### src/rtl/alu_seq_ctrl_pkg.sv
// Shared opcodes, flag bit positions and controller state encoding for the alu
// sequencing controller.
package alu_seq_ctrl_pkg;

    localparam int unsigned OPW  = 5;
    localparam int unsigned SHW  = 5;
    localparam int unsigned FLGW = 5;

    localparam logic [OPW-1:0] OP_ADD  = 5'b00000;
    localparam logic [OPW-1:0] OP_COMP = 5'b00001;
    localparam logic [OPW-1:0] OP_AND  = 5'b00010;
    localparam logic [OPW-1:0] OP_OR   = 5'b00011;
    localparam logic [OPW-1:0] OP_XOR  = 5'b00100;
    localparam logic [OPW-1:0] OP_NOR  = 5'b00101;
    localparam logic [OPW-1:0] OP_SLL  = 5'b00110;
    localparam logic [OPW-1:0] OP_SRL  = 5'b00111;
    localparam logic [OPW-1:0] OP_SRA  = 5'b01000;
    localparam logic [OPW-1:0] OP_LUI  = 5'b01001;
    localparam logic [OPW-1:0] OP_PASS = 5'b01010;
    localparam logic [OPW-1:0] OP_BLTZ = 5'b01011;
    localparam logic [OPW-1:0] OP_BZ   = 5'b01100;
    localparam logic [OPW-1:0] OP_BNZ  = 5'b01101;
    localparam logic [OPW-1:0] OP_BCY  = 5'b01110;
    localparam logic [OPW-1:0] OP_BNCY = 5'b01111;
    localparam logic [OPW-1:0] OP_DIFF = 5'b10000;

    localparam int unsigned FLG_NEG = 0;
    localparam int unsigned FLG_Z   = 1;
    localparam int unsigned FLG_NZ  = 2;
    localparam int unsigned FLG_NCY = 3;
    localparam int unsigned FLG_CY  = 4;

    typedef enum logic [1:0] {
        ST_IDLE = 2'd0,
        ST_EXEC = 2'd1,
        ST_SCAN = 2'd2,
        ST_DONE = 2'd3
    } state_t;

endpackage

### src/rtl/alu_seq_ctrl_if.sv
// Op request / result handshake bundle between a requester and the controller.
interface alu_seq_ctrl_if #(
    parameter int unsigned XLEN = 32
);
    import alu_seq_ctrl_pkg::*;

    logic            op_valid;
    logic            op_ready;
    logic [OPW-1:0]  op_code;
    logic [XLEN-1:0] op_a;
    logic [XLEN-1:0] op_b;
    logic [SHW-1:0]  op_shamt;
    logic            res_valid;
    logic            res_ready;
    logic [XLEN-1:0] res_data;
    logic            br_taken;

    modport master (
        output op_valid, op_code, op_a, op_b, op_shamt, res_ready,
        input  op_ready, res_valid, res_data, br_taken
    );

    modport slave (
        input  op_valid, op_code, op_a, op_b, op_shamt, res_ready,
        output op_ready, res_valid, res_data, br_taken
    );

endinterface

### src/rtl/alu_seq_ctrl_diff_scanner.sv
// Multi-cycle first-differing-bit finder: compares SCAN_W bits per cycle from bit 0
// upward and reports the index (or XLEN when equal) with a one-cycle done pulse.
module alu_seq_ctrl_diff_scanner #(
    parameter int unsigned XLEN   = 32,
    parameter int unsigned SCAN_W = 4
) (
    input  logic                        clk,
    input  logic                        rst_n,
    input  logic                        i_start,
    input  logic [XLEN-1:0]             i_a,
    input  logic [XLEN-1:0]             i_b,
    output logic                        o_done,
    output logic [$clog2(XLEN+1)-1:0]   o_index
);

    localparam int unsigned NCHUNK = XLEN / SCAN_W;
    localparam int unsigned CW     = (NCHUNK > 1) ? $clog2(NCHUNK) : 1;
    localparam int unsigned IW     = $clog2(XLEN + 1);

    logic          r_busy;
    logic [CW-1:0] r_chunk;
    logic          r_done;
    logic [IW-1:0] r_index;

    logic [XLEN-1:0]   w_x;
    logic [IW-1:0]     w_shift;
    logic [SCAN_W-1:0] w_chunk_bits;
    logic              w_hit;
    logic [IW-1:0]     w_pos;
    logic [IW-1:0]     w_base;
    logic              w_last;

    assign w_x          = i_a ^ i_b;
    assign w_base       = IW'(r_chunk) * IW'(SCAN_W);
    assign w_shift      = w_base;
    assign w_chunk_bits = SCAN_W'(w_x >> w_shift);
    assign w_last       = (r_chunk == CW'(NCHUNK - 1));

    // Lowest set bit of the current chunk wins
    always_comb begin
        w_hit = 1'b0;
        w_pos = '0;
        for (int i = int'(SCAN_W) - 1; i >= 0; i--) begin
            if (w_chunk_bits[i]) begin
                w_hit = 1'b1;
                w_pos = IW'(i);
            end
        end
    end

    always_ff @(posedge clk or negedge rst_n) begin
        if (!rst_n) begin
            r_busy  <= 1'b0;
            r_chunk <= '0;
            r_done  <= 1'b0;
            r_index <= '0;
        end else if (i_start) begin
            r_busy  <= 1'b1;
            r_chunk <= '0;
            r_done  <= 1'b0;
        end else if (r_busy) begin
            if (w_hit) begin
                r_busy  <= 1'b0;
                r_done  <= 1'b1;
                r_index <= w_base + w_pos;
            end else if (w_last) begin
                r_busy  <= 1'b0;
                r_done  <= 1'b1;
                r_index <= IW'(XLEN);
            end else begin
                r_chunk <= r_chunk + CW'(1);
            end
        end else begin
            r_done <= 1'b0;
        end
    end

    assign o_done  = r_done;
    assign o_index = r_index;

endmodule

### src/rtl/alu_seq_ctrl.sv
// Sequencing controller in front of the combinational alu: one op per handshake,
// registered result, architectural flags, branch resolution and multi-cycle diff.
module alu_seq_ctrl
    import alu_seq_ctrl_pkg::*;
#(
    parameter int unsigned XLEN   = 32,
    parameter int unsigned SCAN_W = 4
) (
    input  logic             clk,
    input  logic             rst_n,
    alu_seq_ctrl_if.slave    bus,
    output logic [FLGW-1:0]  flags_q,
    output logic [OPW-1:0]   alu_ctrl,
    output logic [XLEN-1:0]  alu_in1,
    output logic [XLEN-1:0]  alu_in2,
    output logic [XLEN-1:0]  alu_shamt,
    input  logic [XLEN-1:0]  alu_out,
    input  logic             alu_cout
);

    localparam int unsigned IW = $clog2(XLEN + 1);

    state_t          r_state, w_state_nxt;
    logic            r_op_ready, w_op_ready_nxt;
    logic            r_res_valid, w_res_valid_nxt;
    logic [XLEN-1:0] r_res_data, w_res_data_nxt;
    logic            r_br_taken, w_br_taken_nxt;
    logic [FLGW-1:0] r_flags, w_flags_nxt;

    logic [OPW-1:0]  r_op_code;
    logic [OPW-1:0]  r_alu_ctrl;
    logic [XLEN-1:0] r_op_a;
    logic [XLEN-1:0] r_op_b;
    logic [SHW-1:0]  r_shamt;

    logic            w_fire;
    logic            w_scan_start;
    logic            w_scan_done;
    logic [IW-1:0]   w_scan_index;

    alu_seq_ctrl_diff_scanner #(
        .XLEN   (XLEN),
        .SCAN_W (SCAN_W)
    ) u_scan (
        .clk     (clk),
        .rst_n   (rst_n),
        .i_start (w_scan_start),
        .i_a     (r_op_a),
        .i_b     (r_op_b),
        .o_done  (w_scan_done),
        .o_index (w_scan_index)
    );

    // Next state, result, branch and flag updates
    always_comb begin
        w_state_nxt     = r_state;
        w_res_valid_nxt = r_res_valid;
        w_res_data_nxt  = r_res_data;
        w_br_taken_nxt  = r_br_taken;
        w_flags_nxt     = r_flags;
        w_fire          = 1'b0;
        w_scan_start    = 1'b0;

        case (r_state)
            ST_IDLE: begin
                if (r_op_ready && bus.op_valid) begin
                    w_fire = 1'b1;
                    if (bus.op_code == OP_DIFF) begin
                        w_scan_start = 1'b1;
                        w_state_nxt  = ST_SCAN;
                    end else begin
                        w_state_nxt = ST_EXEC;
                    end
                end
            end
            ST_EXEC: begin
                w_state_nxt     = ST_DONE;
                w_res_valid_nxt = 1'b1;
                w_br_taken_nxt  = 1'b0;
                w_res_data_nxt  = alu_out;
                case (r_op_code)
                    OP_ADD, OP_COMP: begin
                        w_flags_nxt[FLG_NEG] = alu_out[XLEN-1];
                        w_flags_nxt[FLG_Z]   = ~|alu_out;
                        w_flags_nxt[FLG_NZ]  = |alu_out;
                        w_flags_nxt[FLG_CY]  = alu_cout;
                        w_flags_nxt[FLG_NCY] = ~alu_cout;
                    end
                    OP_BLTZ: begin
                        w_res_data_nxt = r_op_a;
                        w_br_taken_nxt = r_op_a[XLEN-1];
                    end
                    OP_BZ: begin
                        w_res_data_nxt = r_op_a;
                        w_br_taken_nxt = ~|r_op_a;
                    end
                    OP_BNZ: begin
                        w_res_data_nxt = r_op_a;
                        w_br_taken_nxt = |r_op_a;
                    end
                    OP_BCY: begin
                        w_res_data_nxt = r_op_a;
                        w_br_taken_nxt = r_flags[FLG_CY];
                    end
                    OP_BNCY: begin
                        w_res_data_nxt = r_op_a;
                        w_br_taken_nxt = r_flags[FLG_NCY];
                    end
                    default: begin
                        if (r_op_code > OP_DIFF) begin
                            w_res_data_nxt = '0;
                        end
                    end
                endcase
            end
            ST_SCAN: begin
                if (w_scan_done) begin
                    w_state_nxt     = ST_DONE;
                    w_res_valid_nxt = 1'b1;
                    w_res_data_nxt  = XLEN'(w_scan_index);
                    w_br_taken_nxt  = 1'b0;
                end
            end
            ST_DONE: begin
                if (bus.res_ready) begin
                    w_state_nxt     = ST_IDLE;
                    w_res_valid_nxt = 1'b0;
                end
            end
            default: begin
                w_state_nxt = ST_IDLE;
            end
        endcase

        w_op_ready_nxt = (w_state_nxt == ST_IDLE);
    end

    always_ff @(posedge clk or negedge rst_n) begin
        if (!rst_n) begin
            r_state     <= ST_IDLE;
            r_op_ready  <= 1'b0;
            r_res_valid <= 1'b0;
            r_res_data  <= '0;
            r_br_taken  <= 1'b0;
            r_flags     <= '0;
        end else begin
            r_state     <= w_state_nxt;
            r_op_ready  <= w_op_ready_nxt;
            r_res_valid <= w_res_valid_nxt;
            r_res_data  <= w_res_data_nxt;
            r_br_taken  <= w_br_taken_nxt;
            r_flags     <= w_flags_nxt;
        end
    end

    // Operand capture at accept; diff drives the alu in pass mode while scanning
    always_ff @(posedge clk or negedge rst_n) begin
        if (!rst_n) begin
            r_op_code  <= '0;
            r_alu_ctrl <= '0;
            r_op_a     <= '0;
            r_op_b     <= '0;
            r_shamt    <= '0;
        end else if (w_fire) begin
            r_op_code  <= bus.op_code;
            r_alu_ctrl <= (bus.op_code == OP_DIFF) ? OP_PASS : bus.op_code;
            r_op_a     <= bus.op_a;
            r_op_b     <= bus.op_b;
            r_shamt    <= bus.op_shamt;
        end
    end

    assign bus.op_ready  = r_op_ready;
    assign bus.res_valid = r_res_valid;
    assign bus.res_data  = r_res_data;
    assign bus.br_taken  = r_br_taken;
    assign flags_q       = r_flags;
    assign alu_ctrl      = r_alu_ctrl;
    assign alu_in1       = r_op_a;
    assign alu_in2       = r_op_b;
    assign alu_shamt     = XLEN'(r_shamt);

endmodule

### src/flat_wrapper.sv
// flat-port wrapper written by rule: the top's interface ports become plain ports
module alu_seq_ctrl_flat import alu_seq_ctrl_pkg::*;
#(
    parameter int unsigned XLEN   = 32,
    parameter int unsigned SCAN_W = 4
)
  (clk, rst_n, flags_q, alu_ctrl, alu_in1, alu_in2, alu_shamt, alu_out, alu_cout, bus_op_valid, bus_op_code, bus_op_a, bus_op_b, bus_op_shamt, bus_res_ready, bus_op_ready, bus_res_valid, bus_res_data, bus_br_taken);
  alu_seq_ctrl_if #(.XLEN(XLEN)) bus_i ();
  input  logic clk;
  input  logic rst_n;
  output logic [FLGW-1:0] flags_q;
  output logic [OPW-1:0] alu_ctrl;
  output logic [XLEN-1:0] alu_in1;
  output logic [XLEN-1:0] alu_in2;
  output logic [XLEN-1:0] alu_shamt;
  input  logic [XLEN-1:0] alu_out;
  input  logic alu_cout;
  input wire logic [$bits(bus_i.op_valid)-1:0] bus_op_valid;
  input wire logic [$bits(bus_i.op_code)-1:0] bus_op_code;
  input wire logic [$bits(bus_i.op_a)-1:0] bus_op_a;
  input wire logic [$bits(bus_i.op_b)-1:0] bus_op_b;
  input wire logic [$bits(bus_i.op_shamt)-1:0] bus_op_shamt;
  input wire logic [$bits(bus_i.res_ready)-1:0] bus_res_ready;
  output wire logic [$bits(bus_i.op_ready)-1:0] bus_op_ready;
  output wire logic [$bits(bus_i.res_valid)-1:0] bus_res_valid;
  output wire logic [$bits(bus_i.res_data)-1:0] bus_res_data;
  output wire logic [$bits(bus_i.br_taken)-1:0] bus_br_taken;
  assign bus_i.op_valid = bus_op_valid;
  assign bus_i.op_code = bus_op_code;
  assign bus_i.op_a = bus_op_a;
  assign bus_i.op_b = bus_op_b;
  assign bus_i.op_shamt = bus_op_shamt;
  assign bus_i.res_ready = bus_res_ready;
  assign bus_op_ready = bus_i.op_ready;
  assign bus_res_valid = bus_i.res_valid;
  assign bus_res_data = bus_i.res_data;
  assign bus_br_taken = bus_i.br_taken;
  alu_seq_ctrl #(.XLEN(XLEN), .SCAN_W(SCAN_W)) u_core (.clk(clk), .rst_n(rst_n), .bus(bus_i), .flags_q(flags_q), .alu_ctrl(alu_ctrl), .alu_in1(alu_in1), .alu_in2(alu_in2), .alu_shamt(alu_shamt), .alu_out(alu_out), .alu_cout(alu_cout));
endmodule
### config.mk
export PLATFORM = sky130hd
export DESIGN_NAME = alu_seq_ctrl_flat
export DESIGN_NICKNAME = d
export VERILOG_FILES = /design/src/rtl/alu_seq_ctrl_pkg.sv /design/src/rtl/alu_seq_ctrl_if.sv /design/src/rtl/alu_seq_ctrl_diff_scanner.sv /design/src/rtl/alu_seq_ctrl.sv /design/src/flat_wrapper.sv
export SDC_FILE = /design/constraint.sdc
export NUM_CORES = 1
export LEC_CHECK = 0
export ABC_AREA = 1
export CORE_AREA = 2 2 132 134
export CTS_CLUSTER_DIAMETER = 200
export DETAILED_ROUTE_END_ITERATION = 8
export DIE_AREA = 0 0 134 136
export GPL_ROUTABILITY_DRIVEN = 1
export PLACE_DENSITY = 0.78
export SETUP_SLACK_MARGIN = 0.1
export SYNTH_ARGS = -nofsm -noshare
export SYNTH_HDL_FRONTEND = slang
export SYNTH_HIERARCHICAL = 1
export SYNTH_SLANG_ARGS = --single-unit
export TNS_END_PERCENT = 20
### constraint.sdc
create_clock -name clk -period 1.43 [get_ports clk]
set_input_delay 0.3575 -clock clk [delete_from_list [all_inputs] [get_ports clk]]
set_output_delay 0.3575 -clock clk [all_outputs]
set_load 0.005 [all_outputs]
==> results.md <==
- Global-route wire length before repair: 38400 um
- Fraction of layout cells with a size suffix above 1: 37.0%
- Post-synth ARST share: 100%
- CP max FO: 19
- Final setup margin: -285 ps
- Row Count: 48
- Synth Flop Type: dfrtp_1
- Placer Congestion: 0.900
- Critical path class: reg2reg
- Total grt overflow: 0
- Worst vdd ir: 0.00112 V
- Worst Path Required: 1730 ps
- Starting Density: 40.3%
- TritonCTS clock tree: yes
- Routed Antenna Nets: 0
- Port Buffers: 224
- Worst hold path class: in2reg
- Lkg Pwr: 6.37 nW
- WL/cell: 17.0 um
- Vias per cell: 5.02
- CP Capture Type: flop
- Antenna violations before repair: 0
- Die X-Extent: 134 um
- Top Ports: 252
- Sequential element share of the synthesized area: 48.6%
- Final Max Tran Viols: 0
- Synth cell types: 32
- Nets: 1435
- Layout area overhead: 77.0%
- Largest cells by area after synthesis: dfrtp_1 (49%), nand2_1 (21%), nand3_1 (6.9%), inv_1 (4.0%), buf_4 (3.4%)
- Yosys warns: 6
- HPWL after DPL: 16800 um
- Setup WS pre-CTS: -568 ps
- Final instance area: 0.0120 mm^2
- Cells after synthesis: 887
- Clk pin slew, worst setup/hold paths: 60 ps
- Setup TNS: -4240 ps
- Fill count: 1187
- Post-route insts no fill: 1560
- Area fraction of the dominant cell type after synthesis: 48.6%
- Fin crit share: 120%
- Dpl cell area: 0.0101 mm^2
- Synthesized area per cell: 7.66 um^2
- Commonest cells in the netlist: nand2_1 (374), dfrtp_1 (132), nand3_1 (94)
- Iteration count of the initial detailed-routing pass: 7
- CTS sink cnt: 132
- Worst Path Arrival: 2020 ps
- Placed Cells incl. Taps: 1429
- Final cell utilization of the core: 71.3%
- Longest Clk Path Bufs: 2
- Cell Pwr Density: 2160 mW/mm^2
- CTS Buf Count: 17
- CTS H-tree lvls: 4
- Startpoint types: flop
- Clock skew: 8.34 ps
- Unrepaired setup endpoints after global routing: true
- Final WL: 26500 um
- Ant diodes: 0
- Failing checks: setup timing
- Post-synth EDFFs: 0
- Status: complete, but fails checks
- Starting DRT DRC Count: 729
- Synth Register Bits: 132
- Mapped Area: 0.00680 mm^2
- Register Area: 0.00331 mm^2
- Largest net degree at the start of global routing: 50
- Max Clk Rate: 0.583 GHz
- Max-cap violations: 0
- Clock root buffer: clkbuf_16
- Routed via count: 7838
- Leading area contributor after synthesis: dfrtp_1
- Tot GR Track Use: 27.1%
- Die Area: 0.0182 mm^2
- Area of the multi-input gates: 0.00330 mm^2
- # DRC: 0
- Final setup fails: 40
- CORE AREA: 0.0169 mm^2
- Final Hold Vio Count: 0
- Number of global-route vias before repair: 7602
- Worst skew pair latency: 420 ps
- Die Ht: 136 um
- Crit path time final: 1710 ps
- Top-count cell post-synth: nand2_1
kinds of logic (layout without fill, tap and decap cells):
kind of cell	count (synthesis)	count (layout)	synth area share [%]
other	1	27	0.0552
adders and majority gates	2	2	0.368
DFF	132	132	48.6
AOI/OAI and AO/OA	60	60	5.06
and+or+nand+nor	555	556	35.1
buffers and inverters	137	558	10.9
power breakdown:
part	switching [mW]	total, mW	internal [mW]
sequential	1.22	6.63	5.41
combinational	6.81	14.8	8.00
clock	1.76	4.56	2.81
total	9.78	26.0	16.2
metal layers:
layer / routed length [um] / up-vias / track usage [%] / share of wire (%)
met5: 0 / - / 0 / 0
met4: 867 / 0 / 10.0 / 3.3
met3: 2070 / 73 / 4.92 / 7.8
met2: 13400 / 401 / 46.8 / 51
met1: 10100 / 3746 / 34.0 / 38
li1: - / 3618 / - / -
layout make-up:
| class | count | area share (%) |
|---|---|---|
| Clock buffer | 18 | 3.65 |
| Tap cell | 225 | 2.34 |
| Timing Repair inverter | 4 | 0.374 |
| Multi-Input combinational cell | 645 | 27.4 |
| Sequential cell | 132 | 27.5 |
| Clock inverter | 14 | 1.45 |
| Inverter | 80 | 2.94 |
| Timing Repair Buffer | 442 | 34.3 |
layout by cell type, fill, tap and decap left out, types with 12 or more instances in the layout:
master / synthesis / routed
nor2_1: 45 / 34
a21oi_1: 15 / 12
dfrtp_1: 132 / 125
conb_1: 1 / 27
o21ai_0: 25 / 21
buf_4: 31 / 127
nand3_2: 12 / 40
nand3_1: 94 / 65
nand2_1: 374 / 347
clkbuf_16: 0 / 18
clkdlybuf4s50_1: 0 / 106
nand2_4: 4 / 17
buf_2: 15 / 51
nand2_2: 2 / 16
buf_6: 8 / 137
inv_1: 72 / 67
critical path, stage by stage, from the launching register on:
cell     delay (ps)
dfrtp_2         460
inv_8           160
a21oi_1          60
o21ai_0          90
nand3_1         140
nand3_2         100
nand2_2          80
nor2_4          160
nand4_1         180
nand3_1         120
nand2_1          50
metrics by stage:
step / power, mW / hold slack, ps
after CTS: 24.2 / 362
after global routing: 27.5 / 320
after global placement: 17.3 / 238
after floorplan: 11.0 / 61.9
final: 26.0 / 300
after detailed placement: 17.6 / 236
worst paths after layout:
check,startpoint,endpoint,slack [ps],depth (start not counted)
max,u_core/u_scan/r_chunk[0],u_core/u_scan/r_chunk[1],-280,10
min,alu_out[8],u_core/bus.res_data[8],300,3
max reg2reg,u_core/u_scan/r_chunk[0],u_core/u_scan/r_chunk[1],-280,10
min reg2reg,u_core/u_scan/o_index[4],u_core/u_scan/o_index[4],480,2
max in group asynchronous,rst_n,u_core/r_op_code[1],530,3
min in group asynchronous,rst_n,u_core/alu_in2[2],360,2
flip-flops by register name (all words and copies together), names as in the netlist:
signal                 count
u_core/bus.br_taken        1
u_core/alu_in2            32
u_core/alu_ctrl            5
u_core/alu_in1            32
u_core/u_scan/r_busy       1
u_core/flags_q             5
u_core/bus.res_valid       1
u_core/r_op_code           5
u_core/u_scan/o_done       1
u_core/u_scan/r_chunk      3
u_core/u_scan/o_index      6
u_core/r_state             2
u_core/r_shamt             5
u_core/bus.op_ready        1
u_core/bus.res_data       32
timing repair:
action,4_1_cts,5_1_grt
pin swaps,17,43
gates resized for setup,565,151
cloned,0,6
hold buffers,1,0
endpoints found under the setup margin,237,194
setup buffers,85,21
endpoints found under the hold margin,20,0
Note: power is estimated with default switching activity, not from simulation.
